===== config.mk =====
export PLATFORM = sky130hd
export DESIGN_NAME = wb_regfile_flat
export DESIGN_NICKNAME = d
export VERILOG_FILES = /design/src/rtl/wb_regfile_pkg.sv /design/src/rtl/wb_regfile_if.sv /design/src/rtl/wb_byte_merge.sv /design/src/rtl/wb_regfile.sv /design/src/flat_wrapper.sv
export SDC_FILE = /design/constraint.sdc
export NUM_CORES = 2
export LEC_CHECK = 0
export CAP_MARGIN = 25
export CORE_AREA = 2 2 380 382
export DETAILED_ROUTE_END_ITERATION = 6
export DIE_AREA = 0 0 382 384
export MAX_ROUTING_LAYER = met4
export SLEW_MARGIN = 20
export SYNTH_ARGS = -nofsm -noshare
export SYNTH_HDL_FRONTEND = slang
export SYNTH_SLANG_ARGS = --single-unit

===== constraint.sdc =====
create_clock -name clk -period 3.3 [get_ports clk]
set_clock_uncertainty 0.15 [all_clocks]
set_input_delay 0.495 -clock clk [delete_from_list [all_inputs] [get_ports clk]]
set_output_delay 0.495 -clock clk [all_outputs]
set_load 0.1 [all_outputs]

===== src/rtl/wb_regfile_pkg.sv =====
// Pipeline-wide write-back types and constants shared by the register file,
// its bus interface and the byte-merge helper.
package wb_regfile_pkg;

  localparam logic [4:0] REG_ZERO = 5'd0;
  localparam logic [3:0] BE_WORD  = 4'b1111;

  typedef logic [4:0]  reg_addr_t;
  typedef logic [3:0]  byte_en_t;
  typedef logic [31:0] word_t;

endpackage


===== src/rtl/wb_regfile_if.sv =====
// MEM/WB write-back bundle plus the two ID-stage read ports of the register file.
interface wb_regfile_if;
  import wb_regfile_pkg::*;

  word_t     ALUShift_out_in;
  word_t     Data_in;
  byte_en_t  Rd_write_by_en_in;
  logic      Overflow_in;
  logic      RegWr_in;
  logic      MemtoReg_in;
  reg_addr_t Rd_in;
  reg_addr_t Rs_addr;
  reg_addr_t Rt_addr;
  word_t     busA;
  word_t     busB;
  word_t     wb_data;
  logic      wb_fire;
  word_t     wr_count;

  modport master (
    output ALUShift_out_in, Data_in, Rd_write_by_en_in, Overflow_in,
           RegWr_in, MemtoReg_in, Rd_in, Rs_addr, Rt_addr,
    input  busA, busB, wb_data, wb_fire, wr_count
  );

  modport slave (
    input  ALUShift_out_in, Data_in, Rd_write_by_en_in, Overflow_in,
           RegWr_in, MemtoReg_in, Rd_in, Rs_addr, Rt_addr,
    output busA, busB, wb_data, wb_fire, wr_count
  );

endinterface


===== src/rtl/wb_byte_merge.sv =====
// Byte-lane merge of a new write value over the old register contents;
// lanes whose enable is low keep the old byte.
module wb_byte_merge
  import wb_regfile_pkg::*;
(
  input  word_t    src_i,
  input  word_t    old_i,
  input  byte_en_t be_i,
  output word_t    merged_o
);

  always_comb begin
    merged_o = old_i;
    if (be_i == BE_WORD) begin
      merged_o = src_i;
    end else begin
      for (int unsigned i = 0; i < 4; i++) begin
        if (be_i[i]) merged_o[8*i +: 8] = src_i[8*i +: 8];
      end
    end
  end

endmodule


===== src/rtl/wb_regfile.sv =====
// Write-back stage and 32x32 register file: byte-masked writes on posedge,
// two combinational read ports with same-cycle write-through bypass.
module wb_regfile
  import wb_regfile_pkg::*;
#(
  parameter int unsigned NREG = 32,
  parameter int unsigned DW   = 32
) (
  input  logic         clk,
  input  logic         Reset,
  wb_regfile_if.slave  bus
);

  logic [DW-1:0] regs_q [NREG];
  logic [31:0]   wr_count_q;
  logic [31:0]   wr_count_d;
  word_t         src;
  word_t         merged;
  logic          wb_fire;

  assign src = bus.MemtoReg_in ? bus.Data_in : bus.ALUShift_out_in;

  // One merge serves both the committed write and the bypass value.
  wb_byte_merge u_merge (
    .src_i    (src),
    .old_i    (regs_q[bus.Rd_in]),
    .be_i     (bus.Rd_write_by_en_in),
    .merged_o (merged)
  );

  assign wb_fire = bus.RegWr_in & ~bus.Overflow_in & (bus.Rd_in != REG_ZERO)
                 & (bus.Rd_write_by_en_in != '0) & ~Reset;

  assign wr_count_d   = wr_count_q + 32'd1;
  assign bus.wb_fire  = wb_fire;
  assign bus.wb_data  = wb_fire ? merged : '0;
  assign bus.wr_count = wr_count_q;

  always_ff @(posedge clk) begin
    if (Reset) begin
      for (int unsigned i = 0; i < NREG; i++) regs_q[i] <= '0;
      wr_count_q <= '0;
    end else if (wb_fire) begin
      regs_q[bus.Rd_in] <= merged;
      wr_count_q        <= wr_count_d;
    end
  end

  always_comb begin
    bus.busA = '0;
    bus.busB = '0;
    if (bus.Rs_addr != REG_ZERO)
      bus.busA = (wb_fire && bus.Rs_addr == bus.Rd_in) ? merged : regs_q[bus.Rs_addr];
    if (bus.Rt_addr != REG_ZERO)
      bus.busB = (wb_fire && bus.Rt_addr == bus.Rd_in) ? merged : regs_q[bus.Rt_addr];
  end

endmodule


===== src/flat_wrapper.sv =====
// flat-port wrapper written by rule: the top's interface ports become plain ports
module wb_regfile_flat import wb_regfile_pkg::*;
#(
  parameter int unsigned NREG = 32,
  parameter int unsigned DW   = 32
)
  (clk, Reset, bus_ALUShift_out_in, bus_Data_in, bus_Rd_write_by_en_in, bus_Overflow_in, bus_RegWr_in, bus_MemtoReg_in, bus_Rd_in, bus_Rs_addr, bus_Rt_addr, bus_busA, bus_busB, bus_wb_data, bus_wb_fire, bus_wr_count);
  wb_regfile_if bus_i ();
  input  logic clk;
  input  logic Reset;
  input wire logic [$bits(bus_i.ALUShift_out_in)-1:0] bus_ALUShift_out_in;
  input wire logic [$bits(bus_i.Data_in)-1:0] bus_Data_in;
  input wire logic [$bits(bus_i.Rd_write_by_en_in)-1:0] bus_Rd_write_by_en_in;
  input wire logic [$bits(bus_i.Overflow_in)-1:0] bus_Overflow_in;
  input wire logic [$bits(bus_i.RegWr_in)-1:0] bus_RegWr_in;
  input wire logic [$bits(bus_i.MemtoReg_in)-1:0] bus_MemtoReg_in;
  input wire logic [$bits(bus_i.Rd_in)-1:0] bus_Rd_in;
  input wire logic [$bits(bus_i.Rs_addr)-1:0] bus_Rs_addr;
  input wire logic [$bits(bus_i.Rt_addr)-1:0] bus_Rt_addr;
  output wire logic [$bits(bus_i.busA)-1:0] bus_busA;
  output wire logic [$bits(bus_i.busB)-1:0] bus_busB;
  output wire logic [$bits(bus_i.wb_data)-1:0] bus_wb_data;
  output wire logic [$bits(bus_i.wb_fire)-1:0] bus_wb_fire;
  output wire logic [$bits(bus_i.wr_count)-1:0] bus_wr_count;
  assign bus_i.ALUShift_out_in = bus_ALUShift_out_in;
  assign bus_i.Data_in = bus_Data_in;
  assign bus_i.Rd_write_by_en_in = bus_Rd_write_by_en_in;
  assign bus_i.Overflow_in = bus_Overflow_in;
  assign bus_i.RegWr_in = bus_RegWr_in;
  assign bus_i.MemtoReg_in = bus_MemtoReg_in;
  assign bus_i.Rd_in = bus_Rd_in;
  assign bus_i.Rs_addr = bus_Rs_addr;
  assign bus_i.Rt_addr = bus_Rt_addr;
  assign bus_busA = bus_i.busA;
  assign bus_busB = bus_i.busB;
  assign bus_wb_data = bus_i.wb_data;
  assign bus_wb_fire = bus_i.wb_fire;
  assign bus_wr_count = bus_i.wr_count;
  wb_regfile #(.NREG(NREG), .DW(DW)) u_core (.clk(clk), .Reset(Reset), .bus(bus_i));
endmodule

==> After elaboration in Yosys (flattened, before gate mapping) <==
Memory sizes are Yosys's and may differ from the RTL's.
Index checks and enable logic that the tools add are counted.
{ "classes": {"n_addsub": 1, "eq_ne": 3, "muxes": 19, "bitwise": 6, "n_reduce_logical": 7} }
{ "op_table": {"columns": ["cell", "n"], "rows": [
  ["2-to-1 mux 32 bit", 8],
  ["adder 32 x 1 -> 32 bit (second input constant)", 1],
  ["2-to-1 mux 8 bit", 4],
  ["OR reduction 32 bit", 1],
  ["nonzero test 5 bit", 3],
  ["== test 5 bit", 2],
  ["2-to-1 mux 1 bit", 6],
  ["2-to-1 mux 5 bit", 1],
  ["bitwise AND 1 bit", 4],
  ["== test 4 bit (second input constant)", 1],
  ["nonzero test 4 bit", 1],
  ["logical AND 1 bit", 2],
  ["NOT 1 bit", 2]
]} }
{ "totals": {"reg_bits": 32, "ramBits": 1024, "memories": 1} }
{ "mem_list": {"columns": ["name", "words", "width", "read_ports", "rd_ports_with_merged_regs", "write_ports", "line", "rtl"], "rows": [
  ["u_core.regs_q", 32, 32, 3, 0, 32, "wb_regfile.sv:14", "logic [DW-1:0] regs_q [NREG];"]
]} }

==> Depth between registers and ports, before layout <==
{ "logic_depth": {"ltp_word": 10, "ltp_mapped": 11, "ltp_nobuf": 6} }

==> Cells and area by module <==
Synthesis repeated with hierarchy kept, for this count alone.
{ "hier_totals": {"cells_unflattened": 4558, "area_unflattened_um2": 64329.2} }
{ "modules_own_cells": {"columns": ["mod", "instances", "cells_each", "area_per_inst_um2", "seq_area_each_um2"], "rows": [
  ["wb_regfile", 1, 4522, 63803.7, 31390.1],
  ["wb_byte_merge", 1, 36, 525.5, 0.0]
]} }

==> Worst setup path before layout <==
OpenSTA, ideal clock, no wires.
{ "synth_timing": {"path_kind": "input -> output", "start": "input port bus_Rt_addr[0]", "end": "output port bus_busB[25]", "arrival_time_ns": 4.177, "slack_ns": -1.522, "cell_stages": 9, "n_path_buf": 4, "cell_sequence": "buf_2 > buf_2 > buf_2 > buf_2 > mux2i_1 > a22oi_1 > nand3_1 > and3_1 > o21ai_0"} }
{ "synth_via": {"elab_chain_cells": 4, "elab_cells_between_ends": 6, "classes_between": "1 x eq/ne; 2 x mux; 2 x reduce/logical; 1 x memory"} }
{ "synth_lines": {"columns": ["element", "line", "rtl"], "rows": [
  ["from (decl)", "flat_wrapper.sv:19", "input wire logic [$bits(bus_i.Rt_addr)-1:0] bus_Rt_addr;"],
  ["parallel branches: the longest is 3 deep, another holds memory read (32 x 32 bit)", null, null],
  ["2-to-1 mux 32 bit *", "wb_regfile.sv:54", "if (bus.Rt_addr != REG_ZERO)"],
  ["to (decl)", "flat_wrapper.sv:21", "output wire logic [$bits(bus_i.busB)-1:0] bus_busB;"]
]} }
Every way passes the cells marked *.

==> reports/metrics.yaml <==
clock_tree:
  ctsLongestPathBuffers: 3
  cts_tree: "done"
  cts.clk_slew.worst_paths_ns: 0.06
  ctsHtreeMaxLevel: 4
  cts_hold_buf: 0
  cts-root-buf: "sky130_fd_sc_hd__clkbuf_16"
  cts_made_buffers: 130
  clkSinkCount: 1056
  worst_skew_pair.late_latency_ns: 0.80
setup_path:
  crit_path_cell_trace: "mux4_2 -> a22o_1 -> or4_4 -> o32ai_4 -> buf_12 -> nor2_4 -> buf_12"
  worst_path_largest_cell_delay_ns: 0.53
  worstSetupEndpointType: "primary output"
  cp_slowest_cell: "sky130_fd_sc_hd__mux4_2"
  path_common_cell: "sky130_fd_sc_hd__buf_12"
  arrival_ns: 3.19
  criticalPathCategory: "register to primary output"
  worst_setup_slack_for_register_to_register_paths_ns: 0.39
  cp_max_fo: 6
  worst_setup_path_start_kind: "register"
  required_ns: 2.65
routing:
  drt-met1-wl_um: 113000
  routed-wl-met2_um: 134000
  drt-total-wl_um: 318000
  antenna_left: 0
  via_per_inst: 7.04
  topRoutingLayerUsed: "met4"
  total_met3_wirelength_after_detailed_routing_um: 46400
  detailedRoute.firstPassIterationCount: 6
  vias: 57528
  detailedRoute.firstIterationViolations: 9989
  detail_route.wl_per_cell_um: 38.9
  drc: 0
final_layout:
  n_fill_cell: 11036
  utilization_pct: 61.2
  sequential_cell_area_mm2: 0.0314
  final_net_count: 6253
  area_of_the_multi_input_gates_mm2: 0.0330
  syn2layout_area_growth_pct: 37.2
  drive_gt1_share_pct: 38.8
  finish.instance_area_mm2: 0.0874
power_and_ir_drop:
  p_per_area_mw_per_mm2: 451
  peakVddDrop_mv: 0.366
  power.leakage_nw: 33.6
  total_power_mw: 39.4
global_route:
  number_of_antenna_violations_at_the_first_check_in_global_routing: 7
  number_of_global_route_vias_before_repair: 55175
  grt_max_degree: 101
  grt_first_pass_wirelength_um: 432000
  global_router_s_overall_resource_usage_pct: 44.0
  grt_overflow_total: 0
sta:
  timing.final.crit_share_pct: 116
  slew_violations: 0
  fin_crit_ns: 3.83
  final-hold-violation-count: 0
  rsz0062_at_grt: "true"
  slew-limit-headroom_pct: 37.2
  worst_slack_ns: -0.534
  worst-slew-pin-transition_ns: 0.942
  fmaxAchievable_mhz: 261
  finalSetupViolCount: 94
  holdWs_ns: 0.325
synth:
  post-synth-top-area-fraction_pct: 48.3
  synth.avg_cell_area_um2: 12.3
  synth_cells: 5174
  synth_top_cells_by_count: "1024 x sky130_fd_sc_hd__edfxtp_1, 1003 x sky130_fd_sc_hd__nor2_1, 772 x sky130_fd_sc_hd__mux2i_1"
  edff_count_synth: 1024
  synthFlopType: "sky130_fd_sc_hd__edfxtp_1"
  yosysSeqAreaShare_pct: 49.3
  yosys.area.top_type: "sky130_fd_sc_hd__edfxtp_1"
  yosys-top-cells-area: "sky130_fd_sc_hd__edfxtp_1 48%, sky130_fd_sc_hd__mux4_2 13%, sky130_fd_sc_hd__mux2i_1 12%"
  synth_warnings: 0
  ys_types: 74
  ys_ff_latch: 1056
  fraction_of_registers_with_async_set_or_reset_after_synthesis_pct: 0
  yosys.cell_count.top_type: "sky130_fd_sc_hd__edfxtp_1"
  netlist_area_mm2: 0.0637
placement:
  placedInstanceArea_mm2: 0.0787
  hpwl_um: 218000
  finalWeightedCongestion: 1.04
  io_buffers: 216
flow_run:
  maxCapViolations: 0
status:
  violations_in_the_final_reports: "negative setup slack"
  run_status: "finished, violations left"
worst_hold_path:
  hold_class: "input port to register"
floorplanning:
  chipHeight_um: 384
  io-pin-count: 217
  design.core.area_mm2: 0.143
  initial_utilization_pct: 44.6
  die-area_mm2: 0.147
  die_w_um: 382
  core.rowCount: 139
per-layer routing:
layer | track usage (%) | vias to the layer above
li1 | - | 22172
met1 | 54.8 | 28753
met2 | 61.1 | 5305
met3 | 14.6 | 1298
met4 | 28.6 | 0
met5 | - | -
logic make-up after synthesis:
group,count (synthesis),synth area share [%]
muxes,1207,26.1
DFF,1056,49.3
adders and majority gates,1,0.0196
and+or+nand+nor,1585,11.2
xor gates and xnor gates,31,0.426
other,1,0.00589
buffers and inverters,573,4.23
AOI/OAI and AO/OA,720,8.70
registers in the layout (all words and copies together), names as in the netlist:
name,count
u_core.bus.wr_count,32
u_core.regs_q,1024
power by group:
part           internal [mW]  total [mW]  switching [mW]
Sequential              15.2        15.6           0.393
Combinational           3.99        9.62            5.63
Clock                   8.21        14.3            6.05
Total                   27.4        39.4            12.1
area by class of cell:
type	count	area share, %
inverters	12	0.0530
multi-input cells	3576	37.8
well taps	1903	2.72
diodes	11	0.0315
flip-flops and latches	1056	35.9
clock buffers	158	3.89
clock inverters	72	0.818
repair buffers	1388	18.8
critical path, delay by kind of cell, from the launching register on:
family,cells,cell delay (ns)
buf+inv,2,0.37
flops,1,0.41
mux,1,0.53
compound gates,2,0.56
simple gates,2,0.52
cells in the final DEF (no fill, tap or decap), types with 99 or more instances in the layout:
master and count:
sky130_fd_sc_hd__a22oi_1 305, sky130_fd_sc_hd__buf_12 392, sky130_fd_sc_hd__buf_4 798, sky130_fd_sc_hd__clkbuf_16 134
sky130_fd_sc_hd__edfxtp_1 1024, sky130_fd_sc_hd__mux2i_1 707, sky130_fd_sc_hd__mux4_2 357, sky130_fd_sc_hd__nand3_1 143
sky130_fd_sc_hd__nor2_1 960, sky130_fd_sc_hd__o22ai_1 99
stage by stage:
stage	TNS [ns]	worst slack, ns	std cells
after floorplan	-1.32	-0.276	5205
after global placement	-590.00	-0.664	7702
after detailed placement	-551.58	-0.620	7702
after CTS	-17.90	-0.521	8123
after global routing	-20.77	-0.577	8171
final	-18.28	-0.534	8176
final timing paths:
kind,from,end,depth (start not counted)
worst min-delay path,Reset,u_core.regs_q[0][2],3
worst min register to register,u_core.bus.wr_count[31],u_core.bus.wr_count[31],2
worst max-delay path,u_core.regs_q[22][29],bus_wb_data[29],7
worst max register to register,u_core.regs_q[22][29],u_core.regs_q[20][29],8
repair_timing:
| item | CTS | global route |
|---|---|---|
| setup buffers | 192 | 54 |
| cloned | 14 | 2 |
| setup endpoints to repair | 97 | 96 |
| pin swaps | 174 | 77 |
| resized for setup | 415 | 133 |
No activity file was read; power rests on OpenSTA's default activity.
